`src/rtl/fifo_rd_pkg.sv`:
```
// Shared types and helpers for the show-ahead FIFO burst reader.
package fifo_rd_pkg;
  localparam int BUF_DEPTH = 3;

  typedef logic [1:0] ptr_t;
  typedef logic [1:0] cnt_t;

  function automatic int clog2(input int v);
    int r;
    r = 0;
    while ((1 << r) < v) r++;
    return r;
  endfunction

  function automatic ptr_t ptr_inc(input ptr_t p);
    return (p == ptr_t'(BUF_DEPTH - 1)) ? '0 : p + 2'd1;
  endfunction
endpackage

```
`src/rtl/fifo_rd_skid3.sv`:
```
// 3-entry circular holding buffer of {data, last}; head entry's last flag can be forced.
module fifo_rd_skid3 import fifo_rd_pkg::*; #(
  parameter int DW = 16
) (
  input  logic          rd_clk,
  input  logic          rst_n,
  input  logic          push,
  input  logic [DW-1:0] push_data,
  input  logic          push_last,
  input  logic          pop,
  input  logic          set_head_last,
  output logic [DW-1:0] head_data,
  output logic          head_last,
  output cnt_t          cnt
);
  logic [DW-1:0]        data_q [BUF_DEPTH];
  logic [BUF_DEPTH-1:0] last_q, last_d;
  ptr_t                 head_q, head_d, tail_q, tail_d;
  cnt_t                 cnt_q, cnt_d;

  always_comb begin
    head_d = pop  ? ptr_inc(head_q) : head_q;
    tail_d = push ? ptr_inc(tail_q) : tail_q;
    cnt_d  = cnt_q + {1'b0, push} - {1'b0, pop};
    last_d = last_q;
    if (set_head_last) last_d[head_q] = 1'b1;
    if (push)          last_d[tail_q] = push_last;
  end

  always_ff @(posedge rd_clk or negedge rst_n) begin
    if (!rst_n) begin
      head_q <= '0;
      tail_q <= '0;
      cnt_q  <= '0;
      last_q <= '0;
    end else begin
      head_q <= head_d;
      tail_q <= tail_d;
      cnt_q  <= cnt_d;
      last_q <= last_d;
    end
  end

  // Payload is qualified by cnt/last, so it needs no reset.
  always_ff @(posedge rd_clk) begin
    if (push) data_q[tail_q] <= push_data;
  end

  assign head_data = data_q[head_q];
  assign head_last = last_q[head_q];
  assign cnt       = cnt_q;
endmodule

```
`src/rtl/fifo_burst_reader.sv`:
```
// Pops a show-ahead FIFO into a valid/ready stream framed in bursts closed by count or idle timeout.
module fifo_burst_reader import fifo_rd_pkg::*; #(
  parameter int DATA_WIDTH = 16,
  parameter int BURST_LEN  = 16,
  parameter int TIMEOUT    = 64
) (
  input  logic                  rd_clk,
  input  logic                  rst_n,
  input  logic                  fifo_empty,
  input  logic [DATA_WIDTH-1:0] fifo_dout,
  output logic                  fifo_rd_en,
  output logic                  m_valid,
  input  logic                  m_ready,
  output logic [DATA_WIDTH-1:0] m_data,
  output logic                  m_last,
  output logic                  busy
);
  localparam int BW = clog2(BURST_LEN);
  localparam int TW = clog2(TIMEOUT + 1);

  cnt_t                  cnt;
  logic                  head_last;
  logic [DATA_WIDTH-1:0] head_data;
  logic                  hs, burst_end, tmr_run, tmr_exp;
  logic [BW-1:0]         beat_cnt_q, beat_cnt_d;
  logic [TW-1:0]         timer_q, timer_d;

  // Pop decision looks only at the FIFO flag and local flops, never at m_ready.
  assign fifo_rd_en = rst_n & ~fifo_empty & (cnt != 2'd3);

  // The newest beat of an open burst stays hidden until it is known whether it is last.
  assign m_valid = (cnt >= 2'd2) | ((cnt != 2'd0) & head_last);
  assign m_data  = head_data;
  assign m_last  = head_last & m_valid;
  assign hs      = m_valid & m_ready;
  assign busy    = (cnt != 2'd0) | (beat_cnt_q != '0);

  assign burst_end = (beat_cnt_q == BW'(BURST_LEN - 1));
  assign tmr_run   = (cnt == 2'd1) & ~head_last & ~fifo_rd_en;
  assign tmr_exp   = tmr_run & (timer_q == TW'(TIMEOUT - 1));

  always_comb begin
    beat_cnt_d = beat_cnt_q;
    timer_d    = '0;
    if (fifo_rd_en)   beat_cnt_d = burst_end ? '0 : beat_cnt_q + 1'b1;
    else if (tmr_exp) beat_cnt_d = '0;
    if (tmr_run && !tmr_exp) timer_d = timer_q + 1'b1;
  end

  always_ff @(posedge rd_clk or negedge rst_n) begin
    if (!rst_n) begin
      beat_cnt_q <= '0;
      timer_q    <= '0;
    end else begin
      beat_cnt_q <= beat_cnt_d;
      timer_q    <= timer_d;
    end
  end

  fifo_rd_skid3 #(.DW(DATA_WIDTH)) u_skid (
    .rd_clk        (rd_clk),
    .rst_n         (rst_n),
    .push          (fifo_rd_en),
    .push_data     (fifo_dout),
    .push_last     (burst_end),
    .pop           (hs),
    .set_head_last (tmr_exp),
    .head_data     (head_data),
    .head_last     (head_last),
    .cnt           (cnt)
  );
endmodule
```
`config.mk`:
```
export PLATFORM = sky130hd
export DESIGN_NAME = fifo_burst_reader
export DESIGN_NICKNAME = d
export VERILOG_FILES = /design/src/rtl/fifo_rd_pkg.sv /design/src/rtl/fifo_rd_skid3.sv /design/src/rtl/fifo_burst_reader.sv
export SDC_FILE = /design/constraint.sdc
export NUM_CORES = 1
export LEC_CHECK = 0
export ABC_AREA = 1
export BUFFER_PORTS_ARGS = -buffer_cell sky130_fd_sc_hd__buf_2
export CORE_MARGIN = 2
export CORE_UTILIZATION = 56
export CTS_CLUSTER_DIAMETER = 60
export DETAILED_ROUTE_END_ITERATION = 12
export PLACE_DENSITY = 0.8
export RECOVER_POWER = 100
export SKIP_LAST_GASP = 1
export SLEW_MARGIN = 20
export SYNTH_ARGS = -nofsm -noshare
export SYNTH_HDL_FRONTEND = slang
export SYNTH_SLANG_ARGS = --single-unit
```
`constraint.sdc`:
```
create_clock -name rd_clk -period 3 [get_ports rd_clk]
set_clock_uncertainty 0.05 [all_clocks]
set_input_delay 0.9 -clock rd_clk [delete_from_list [all_inputs] [get_ports rd_clk]]
set_output_delay 0.9 -clock rd_clk [all_outputs]
set_load 0.05 [all_outputs]
```
### After elaboration in Yosys (flattened, before gate mapping)

Memories as Yosys holds them, arrays and structs flattened.
Index checks and enable logic that the tools add are counted.

| storage, ports and cells | value |
|---|---|
| flip-flop bits (word level) | 20 |
| bits in writable memories | 48 |
| input bits | 20 |
| memories kept | 1 |

Memories:

| memory | depth | bits a word | read ports | clocked after Yosys merged registers in | write ports | RTL line | source |
|---|---|---|---|---|---|---|---|
| u_skid.data_q | 3 | 16 | 1 | 0 | 1 | fifo_rd_skid3.sv:16 | `logic [DW-1:0] data_q [BUF_DEPTH];` |

| operators by class | value |
|---|---|
| add/subtract/negate cells | 6 |
| order comparisons | 5 |
| equal/unequal tests | 6 |
| multiplexer cells | 17 |
| bitwise operators | 14 |
| reductions and logical operators | 7 |

Operators by type and width:

| kind | number |
|---|---|
| 4-bit two-way mux | 3 |
| 1-bit AND | 8 |
| 7-bit by 1-bit adder with 7-bit output, second input constant | 1 |
| 7-bit by 6-bit == test with 1-bit output, second input constant | 1 |
| 7-bit two-way mux | 1 |
| 2-bit by 3-bit < comparator with 1-bit output, second input constant | 2 |
| 3-bit two-way mux | 2 |
| 1-bit two-way mux | 5 |
| 2-bit by 1-bit adder with 2-bit output, second input constant | 2 |
| 4-bit by 1-bit adder with 4-bit output, second input constant | 1 |
| 1-bit demux with 2-bit select | 2 |
| 2-bit == test, second input constant | 2 |
| 4-bit == test, second input constant | 1 |
| 2-bit by 1-bit greater-or-equal comparator with 1-bit output, second input constant | 2 |
| 2-bit two-way mux | 2 |
| 2-bit nonzero test | 2 |
| 4-bit nonzero test | 1 |
| 3-bit bitwise mux | 1 |
| 1-bit logical AND | 3 |
| 1-bit inverter | 3 |
| 3-bit bitwise OR | 1 |
| 2-bit by 1-bit adder with 2-bit output | 1 |
| 1-bit binary-select mux with 2-bit select | 1 |
| 2-bit by 1-bit == test with 1-bit output, second input constant | 1 |
| 5 further kinds | 6 |

### Logic depth before layout (Yosys ltp)

Gate-level depths: netlist (run 1).

| depth | value |
|---|---|
| depth after elaboration | 9 |
| mapped depth | 12 |

### Modules after synthesis

Synthesis (run 1) repeated with hierarchy kept, for this count alone.

| unflattened totals | value |
|---|---|
| cells, all modules | 258 |
| area total of the unflattened synthesis | 2844.0 µm² |

By module, submodules not included:

| module | times used | cells an instance | area each (µm²) | sequential area each (µm²) |
|---|---|---|---|---|
| fifo_rd_skid3 | 1 | 175 | 2213.4 | 1666.6 |
| fifo_burst_reader | 1 | 83 | 630.6 | 275.3 |

### Worst setup path before layout (run 1)

Ideal clock, no wire load.

| timing | value |
|---|---|
| path type | input to register |
| start point | in fifo_empty |
| end point | reg u_skid.last_q[1] |
| data arrival time | 2.707 ns |
| required time | 2.827 ns |
| slack | 0.120 ns |
| cell stages on the path | 6 |
| buffers on the path | 0 |
| cells stage by stage | inv_1 nand3_2 nor3_1 inv_1 nor2_1 a21oi_1 |

| on the way | value |
|---|---|
| word-level cells in the longest chain between the ends | 9 |

RTL lines:

| item | RTL line | source |
|---|---|---|
| start: declaration | fifo_burst_reader.sv:9 | `input logic fifo_empty,` |
| 1-bit inverter * | fifo_burst_reader.sv:29 | `assign fifo_rd_en = rst_n & ~fifo_empty & (cnt != 2'd3);` |
| 1-bit AND * (2 in series) | fifo_burst_reader.sv:29 |  |
| 1-bit inverter | fifo_burst_reader.sv:39 | `assign tmr_run = (cnt == 2'd1) & ~head_last & ~fifo_rd_en;` |
| 1-bit AND | fifo_burst_reader.sv:39 |  |
| 1-bit AND | fifo_burst_reader.sv:40 | `assign tmr_exp = tmr_run & (timer_q == TW'(TIMEOUT - 1));` |
| 3-bit two-way mux | fifo_rd_skid3.sv:26 | `if (set_head_last) last_d[head_q] = 1'b1;` |
| 3-bit bitwise mux | fifo_rd_skid3.sv:27 | `if (push) last_d[tail_q] = push_last;` |
| 3-bit two-way mux * | fifo_rd_skid3.sv:27 |  |
| via u_skid.last_d[1] | fifo_rd_skid3.sv:17 | `logic [BUF_DEPTH-1:0] last_q, last_d;` |
| end signal: assignment | fifo_rd_skid3.sv:40 | `last_q <= last_d;` |
| end: declaration | fifo_rd_skid3.sv:17 |  |

Mark *: on every way through the listed nets, which the timed path passes. The rest lies on a longest branch.
A chain may end at the register's enable or synchronous reset.

### Final worst setup path (run 1)

| timing | value |
|---|---|
| start point | reg u_skid.head_q[1] |
| end point | out m_data[3] |

| on the way | value |
|---|---|
| word-level cells in the longest chain between the ends | 1 |

RTL lines:

| item | RTL line | source |
|---|---|---|
| start: declaration | fifo_rd_skid3.sv:18 | `ptr_t head_q, head_d, tail_q, tail_d;` |
| start signal: assignment | fifo_rd_skid3.sv:32 | `head_q <= '0;` |
| start signal: assignment | fifo_rd_skid3.sv:37 | `head_q <= head_d;` |
| memory 3 x 16 bit | -- |  |
| end: declaration | fifo_burst_reader.sv:14 | `output logic [DATA_WIDTH-1:0] m_data,` |

Every way passes these cells.

==> qor.yml, run 1 <==
outcome:
  status: "finished clean"
power:
  power_density_nw_per_um2: 1090
  p_leak_nw: 1.40
  peakVddDrop_mv: 0.637
sta:
  hold_viol_final: 0
  slew_headroom: 0.247
  drv_slew: 0
  setup_violations: 0
  worst-slew-pin-transition_ps: 1130
  max_freq_mhz: 353
  fin_crit_sh: 0.943
  rsz0062_at_grt: "no"
  fin_crit_ps: 2830
  whs_ps: 414
  setup-tns-final_ps: 0
synthesis:
  ys_types: 27
  synth-edff-count: 48
  ys_seq_area_frac: 0.686
  synthesis.area_um2: 2830
  synth_area_leaders: "edfxtp_1 (51%), dfrtp_1 (18%), nand2_1 (9.0%), nand3_1 (5.5%), inv_1 (2.7%)"
  synth_nets: 273
  synthArstFlopShare: 0.294
  avgSynthCellArea_um2: 11.4
  synth_most_common_cell: "nand2_1"
  synth_largest_area_cell: "edfxtp_1"
  ys_ff_latch: 68
  synthCells: 248
  netlist_top_cells_count: "nand2_1 (68), edfxtp_1 (48), nand3_1 (31)"
  synth_flop_cell: "edfxtp_1"
  yosys_warnings: 0
  synth_top_area_frac: 0.509
setup_path:
  end_kind: "primary output"
  cp.required_ps: 2050
  r2r-end: "u_skid.data_q[1][15]"
  path_class: "reg -> out"
  start_kind: "flip-flop"
  r2r_cells: 5
  endpoint: "m_data[3]"
  crit_fanout: 13
  crit_start: "u_skid.head_q[1]"
  rr_startpoint: "u_skid.cnt[1]"
  reg2reg_slack_ps: 630
  cp.arrival_ps: 1880
global_route:
  grt_pass1_vias: 1905
  grt_util_all_layers: 0.212
  globalRouteOverflowTotal: 0
  antenna_found_initial: 0
  grt_pass1_wl_um: 8410
  grt_max_degree: 22
cts:
  numCtsBuffers: 9
  postCtsHoldBufs: 0
  cts_tree: "yes"
  post_cts_buffers: 0
  cts_root_buf: "clkbuf_8"
  clock_sinks: 68
  h-tree-depth: 3
  clk_path_buf_depth: 2
  clk-insertion-delay-late_ps: 340
  path_clk_slew_ps: 70
  cts_resized: 0
finish:
  nets: 328
  n_antenna_cell: 0
  post-route-util: 0.697
  syn2layout_area_growth_pct: 17.8
  drive_gt1_frac: 0.162
  instances_no_fill: 375
die:
  num_rows: 25
  die_h_um: 75.1
  die_w_um: 75.1
  coreArea_um2: 4790
  io_pins: 40
  dieArea_um2: 5640
  start_util: 0.592
placed_design:
  io_buffers: 39
  post-place-cells: 359
  gp_congestion: 0.936
  hpwl_um: 3700
detailed_routing:
  routed_wl_um: 5430
  via_per_inst: 5.20
  via_count: 1951
  drt-pass1-iter-count: 4
  drc: 0
  first_iter_violations: 94
  ant_nets: 0
  wl_per_cell_um: 14.5
worst_hold_path:
  hold_class: "reg -> reg"
job:
  drv_cap: 0
[power breakdown]
part	leakage, nW	switching [mW]	internal (mW)	total, mW
Combinational	0.590	1.09	0.354	1.44
Clock	0.120	0.344	0.554	0.897
Sequential	0.694	0.131	1.17	1.30
Total	1.40	1.56	2.08	3.64
[cells by family after synthesis]
kind of cell    after synthesis  synth area share
xor+xnor                      6            0.0186
buf+inv                      27            0.0376
fa+ha+maj                     5            0.0221
simple gates                133             0.218
compound gates                9            0.0181
flops                        68             0.686
[state kept, by name, indices dropped and copies added (netlist names)]
| register | count |
|---|---|
| u_skid.cnt | 2 |
| u_skid.data_q | 48 |
| timer_q | 7 |
| beat_cnt_q | 4 |
| u_skid.head_q | 2 |
| u_skid.tail_q | 2 |
| u_skid.last_q | 3 |
[per-layer routing]
metal,share of wire,global-route usage
met4,0.017,0.117
met1,0.42,0.254
met2,0.50,0.343
met5,0,0
met3,0.062,0.0656
[cell usage in the layout, fill, tap and decap left out, drive strengths merged, types with 3 or more instances in the layout]
cell,netlist,routed
dfrtp,20,20
nand4,5,5
nor2,20,20
edfxtp,48,48
nand2,70,70
inv,23,23
clkbuf,2,51
bufinv,0,3
nand3,33,33
buf,2,7
xor2,4,4
o21ai,3,3
a21oi,5,5
ha,5,5
clkinv,0,3
[area by class of cell]
class                   instances  area, µm²
flip-flops and latches         68       1940
fillers                       367       1450
multi-input cells             153        767
repair buffers                 48        216
clock buffers                  10        128
clock inverters                 6        113
inverters                      23       86.3
well taps                      67       83.8
[per-stage QoR]
| stage | worst slack [ps] | instance area (µm²) | total power [mW] |
|---|---|---|---|
| final | 170 | 3340 | 3.64 |
| after global routing | 20.5 | 3340 | 3.83 |
| after CTS | 150 | 3410 | 3.70 |
| after detailed placement | 528 | 3170 | 2.80 |
| after global placement | 534 | 3170 | 2.75 |
| after floorplan | 120 | 2830 | 2.42 |
[worst min path at each step]
stage,from,endpoint,cells after the start
after global placement,timer_q[0],timer_q[0],1
final,timer_q[0],timer_q[0],1
after detailed placement,timer_q[0],timer_q[0],1
after global routing,timer_q[0],timer_q[0],1
after floorplan,timer_q[0],timer_q[0],1
after CTS,timer_q[0],timer_q[0],1
[critical path, cell delays in order (launching register included)]
cell,delay [ps]
dfrtp_1,540
nor2_4,340
buf_4,240
nand2_1,60
nand3_1,80
clkbuf_2,280
Note: power is estimated with default switching activity, not from simulation.
==> run 2, diff against run 1 <==
--- a/config.mk
+++ b/config.mk
@@ -6,7 +6,7 @@
 export NUM_CORES = 1
 export LEC_CHECK = 0
 export ABC_AREA = 1
-export BUFFER_PORTS_ARGS = -buffer_cell sky130_fd_sc_hd__buf_2
+export BUFFER_PORTS_ARGS = -buffer_cell sky130_fd_sc_hd__buf_4
 export CORE_MARGIN = 2
 export CORE_UTILIZATION = 56
 export CTS_CLUSTER_DIAMETER = 60
==> run 2 against run 1 <==
Against the previous run:
- sequential cell count did not move
- die area did not move
- power down 4.2%
- critical path type unchanged
==> qor.yml, run 2 (same netlist as run 1, synthesis figures left out) <==
setup_path:
  start_kind: "flip-flop"
  cpPeakStageDelay_ps: 560
  slowest_stage: "dfrtp_1"
  cp.arrival_ps: 1880
  end_kind: "primary output"
  crit_fanout: 13
  crit_chain: "nor2_4 > buf_4 > nand2_1 > nand3_1 > buf_2"
  r2r_cells: 12
  path_class: "reg -> out"
  cp.required_ps: 2050
die:
  dieArea_um2: 5640
  die_h_um: 75.1
  die_w_um: 75.1
  start_util: 0.592
  num_rows: 25
  coreArea_um2: 4790
  io_pins: 40
cts:
  path_clk_slew_ps: 70
  numCtsBuffers: 9
  postCtsHoldBufs: 0
  cts_root_buf: "clkbuf_8"
  cts_tree: "yes"
  h-tree-depth: 3
  cts_resized: 0
  clock_sinks: 68
  post_cts_buffers: 0
  clk-insertion-delay-late_ps: 330
  clk_path_buf_depth: 2
placed_design:
  io_buffers: 39
  hpwl_um: 3520
  gp_congestion: 0.847
global_route:
  grt_util_all_layers: 0.208
  globalRouteOverflowTotal: 0
  antenna_found_initial: 0
  grt_pass1_wl_um: 8300
  grt_max_degree: 23
  grt_pass1_vias: 1794
sta:
  drv_slew: 0
  worst-slew-pin-transition_ps: 1050
  setup-tns-final_ps: 0
  rsz0062_at_grt: "no"
  slew_headroom: 0.303
  hold_viol_final: 0
  fin_crit_ps: 2830
  setup_violations: 0
  fin_crit_sh: 0.944
  whs_ps: 391
  max_freq_mhz: 353
outcome:
  status: "finished clean"
detailed_routing:
  drt-pass1-iter-count: 4
  via_count: 1905
  via_per_inst: 5.09
  wl_per_cell_um: 13.8
  routed_wl_um: 5150
  first_iter_violations: 130
  drc: 0
  ant_nets: 0
finish:
  syn2layout_area_growth_pct: 17.7
  fillers: 391
  drive_gt1_frac: 0.179
  layout_commonest_cell: "nand2_1"
  multi_input_area_um2: 768
  final_cell_mix: "nand2_1 (69), edfxtp_1 (48), nand3_1 (32), inv_1 (21)"
  top_regs: "u_skid.data_q (48), timer_q (7), beat_cnt_q (4)"
  register_area_um2: 1940
  top_register: "u_skid.data_q"
  largest_reg_flops: 48
  n_antenna_cell: 0
  nets: 327
power:
  p_leak_nw: 1.40
  combPwrFrac: 0.419
  power_density_nw_per_um2: 1050
  pwr-share-clk: 0.208
  pwr-share-seq: 0.373
  switching_power_mw: 1.53
  internal_power_mw: 1.95
  switching_share: 0.440
  peakVddDrop_mv: 0.586
worst_hold_path:
  hold_class: "in -> async"
job:
  drv_cap: 0
run 2: changes by cell type in the layout (fill, tap and decap cells not counted), sizes merged:
cell / delta
clkinv: -1
clkinvlp: +2
inv: +1
clkbuf: -16
buf: +15
bufinv: -2
run 2: power by group through the flow:
stage               sequential (mW)  clock, mW  combinational, mW
global placement               1.31          0               1.53
CTS                            1.30      0.736               1.57
detailed placement             1.32          0               1.56
floorplan                      1.28          0               1.14
finish                         1.30      0.725               1.46
global route                   1.32      0.778               1.59
run 2: worst max-delay path, delay by kind of cell (launching register included):
family,cells,cell delay [ps]
and+or+nand+nor,3,490
DFF,1,560
buffers and inverters,2,500
run 2: through the flow:
stage / worst slack (ps) / util / cells / total power [mW] / cell area (µm²)
5_1_grt: 45.1 / 0.696 / 374 / 3.69 / 3330
2_1_floorplan: 120 / - / 248 / 2.42 / 2830
4_1_cts: 157 / 0.721 / 374 / 3.61 / 3450
3_3_place_gp: 367 / 0.681 / 358 / 2.85 / 3260
6_report: 168 / 0.696 / 374 / 3.49 / 3330
3_5_place_dp: 345 / 0.681 / 358 / 2.88 / 3260
run 2: per-layer routing:
metal,wire (µm),global-route usage,vias up
met5,0,0,-
met4,77,0.101,0
met2,2660,0.339,49
li1,-,-,949
met1,2160,0.263,896
met3,254,0.0482,11
run 2: worst paths after layout:
path / start / to / slack, ps
max in group asynchronous: rst_n / u_skid.last_q[2] / 2290
worst max register to register: u_skid.head_q[1] / u_skid.cnt[1] / 730
worst max-delay path: u_skid.head_q[1] / m_data[12] / 170
worst min-delay path: rst_n / beat_cnt_q[1] / 390
worst min register to register: timer_q[0] / timer_q[0] / 430
min in group rd_clk: timer_q[0] / timer_q[0] / 430
run 2: final cells by class:
class                           count  area share
Sequential cell                    68       0.583
Timing Repair Buffer               47      0.0785
Tap cell                           67      0.0252
Clock inverter                      6      0.0191
Inverter                           23      0.0259
Multi-Input combinational cell    153       0.230
Clock buffer                       10      0.0383
==> run 3, diff against run 2 <==
--- a/config.mk
+++ b/config.mk
@@ -8,10 +8,10 @@
 export ABC_AREA = 1
 export BUFFER_PORTS_ARGS = -buffer_cell sky130_fd_sc_hd__buf_4
 export CORE_MARGIN = 2
-export CORE_UTILIZATION = 56
+export CORE_UTILIZATION = 60
 export CTS_CLUSTER_DIAMETER = 60
 export DETAILED_ROUTE_END_ITERATION = 12
-export PLACE_DENSITY = 0.8
+export PLACE_DENSITY = 0.85
 export RECOVER_POWER = 100
 export SKIP_LAST_GASP = 1
 export SLEW_MARGIN = 20
==> constraint.sdc (replaced) <==
create_clock -name rd_clk -period 3.65 [get_ports rd_clk]
set_clock_uncertainty 0.05 [all_clocks]
set_input_delay 1.095 -clock rd_clk [delete_from_list [all_inputs] [get_ports rd_clk]]
set_output_delay 1.095 -clock rd_clk [all_outputs]
set_load 0.05 [all_outputs]
==> run 3 against run 2 <==
Against the previous run:
- sequential share of layout area increased by 0.57 points
- via count fell by 1.7%
- critical endpoint is now fifo_rd_en
- setup slack gained 160 ps
- clock power down 10%
- power down 17%
==> qor.yml, run 3 (same netlist as run 1, synthesis figures left out) <==
finish:
  drive_gt1_frac: 0.161
  top_register: "u_skid.data_q"
  nets: 324
  n_antenna_cell: 0
  syn2layout_area_growth_pct: 16.6
  fillers: 319
  largest_reg_flops: 48
  top_regs: "u_skid.data_q (48), timer_q (7), beat_cnt_q (4)"
  layout_commonest_cell: "nand2_1"
  final_cell_mix: "nand2_1 (69), edfxtp_1 (48), nand3_1 (32), clkbuf_1 (25)"
power:
  p_leak_nw: 1.38
  pwr-share-seq: 0.370
  switching_share: 0.435
  peakVddDrop_mv: 0.682
  combPwrFrac: 0.406
  switching_power_mw: 1.26
  internal_power_mw: 1.64
  pwr-share-clk: 0.224
  power_density_nw_per_um2: 878
die:
  dieArea_um2: 5280
  die_w_um: 72.7
  start_util: 0.637
  io_pins: 40
  coreArea_um2: 4440
  num_rows: 24
  die_h_um: 72.7
detailed_routing:
  drc: 0
  via_count: 1873
  drt-pass1-iter-count: 4
  first_iter_violations: 113
  ant_nets: 0
  via_per_inst: 5.26
  wl_per_cell_um: 14.8
  routed_wl_um: 5260
sta:
  fin_crit_sh: 0.911
  hold_viol_final: 0
  worst-slew-pin-transition_ps: 1090
  setup-tns-final_ps: 0
  whs_ps: 468
  rsz0062_at_grt: "no"
  slew_headroom: 0.270
  drv_slew: 0
  fin_crit_ps: 3320
  setup_violations: 0
  fin_ws_ps: 326
  max_freq_mhz: 301
cts:
  clk_path_buf_depth: 2
  cts_root_buf: "clkbuf_8"
  post_cts_buffers: 0
  clk-insertion-delay-late_ps: 340
  numCtsBuffers: 9
  path_clk_slew_ps: 70
  h-tree-depth: 3
  cts_resized: 0
  clock_sinks: 68
  cts_tree: "yes"
  postCtsHoldBufs: 0
job:
  drv_cap: 0
global_route:
  grt_pass1_vias: 1820
  grt_max_degree: 23
  grt_util_all_layers: 0.224
  globalRouteOverflowTotal: 0
  antenna_found_initial: 0
  grt_pass1_wl_um: 8590
placed_design:
  io_buffers: 39
  hpwl_um: 3410
  gp_congestion: 0.832
  pre_cts_ws_ps: 538
outcome:
  status: "finished clean"
worst_hold_path:
  hold_class: "reg -> reg"
  hold_start: "timer_q[5]"
setup_path:
  end_kind: "primary output"
  cp.arrival_ps: 2180
  cp.required_ps: 2500
  crit_fanout: 22
  path_class: "in -> out"
  start_kind: "primary input"
  crit_start: "rst_n"
  rr_startpoint: "u_skid.head_q[1]"
run 3: changes by cell type in the layout (fill, tap and decap cells not counted), sizes merged:
| cell | change |
|---|---|
| clkinvlp | -2 |
| clkbuf | +11 |
| buf | -12 |
| inv | -1 |
| bufinv | +1 |
run 3: power by group through the flow:
stage          clock, mW  combinational, mW  sequential, mW
2_1_floorplan          0              0.936            1.05
3_3_place_gp           0               1.25            1.07
3_5_place_dp           0               1.28            1.08
4_1_cts            0.654               1.29            1.07
5_1_grt            0.686               1.29            1.09
6_report           0.649               1.18            1.07
run 3: final cells by class:
type | instances | area [µm²] | share of cell area
multi-input combinational | 153 | 773 | 0.234
timing repair buffer | 44 | 225 | 0.0682
clock inverter | 4 | 73.8 | 0.0224
inverter | 23 | 86.3 | 0.0262
sequential | 68 | 1940 | 0.588
clock buffer | 12 | 135 | 0.0409
tap | 52 | 65.1 | 0.0197
run 3: routing by layer:
layer	global-route usage	share of wire	wire, µm	vias to the layer above
li1	-	-	-	940
met1	0.301	0.42	2230	872
met2	0.347	0.50	2610	52
met3	0.0787	0.064	336	9
met4	0.0679	0.015	78	0
met5	0	0	0	-
run 3: worst paths after layout:
| path | end | slack (ps) | cells past startpoint |
|---|---|---|---|
| max in group asynchronous | timer_q[3] | 2740 | 1 |
| worst max-delay path | fifo_rd_en | 330 | 4 |
| min in group asynchronous | u_skid.tail_q[0] | 580 | 1 |
| worst max register to register | u_skid.cnt[1] | 1240 | 13 |
| worst min-delay path | timer_q[6] | 470 | 1 |
| worst min register to register | timer_q[6] | 470 | 1 |
run 3: critical path, stage by stage:
cell and delay (ps):
buf_4 260, nand3_1 360, inv_1 160, clkbuf_2 290
run 3: per-stage QoR:
stage	utilization	instance area, µm²	instances	total power, mW
after floorplan	-	2830	248	1.99
after global placement	0.724	3220	340	2.33
after detailed placement	0.724	3220	340	2.37
after CTS	0.771	3430	356	3.01
after global routing	0.743	3300	356	3.06
final	0.743	3300	356	2.90
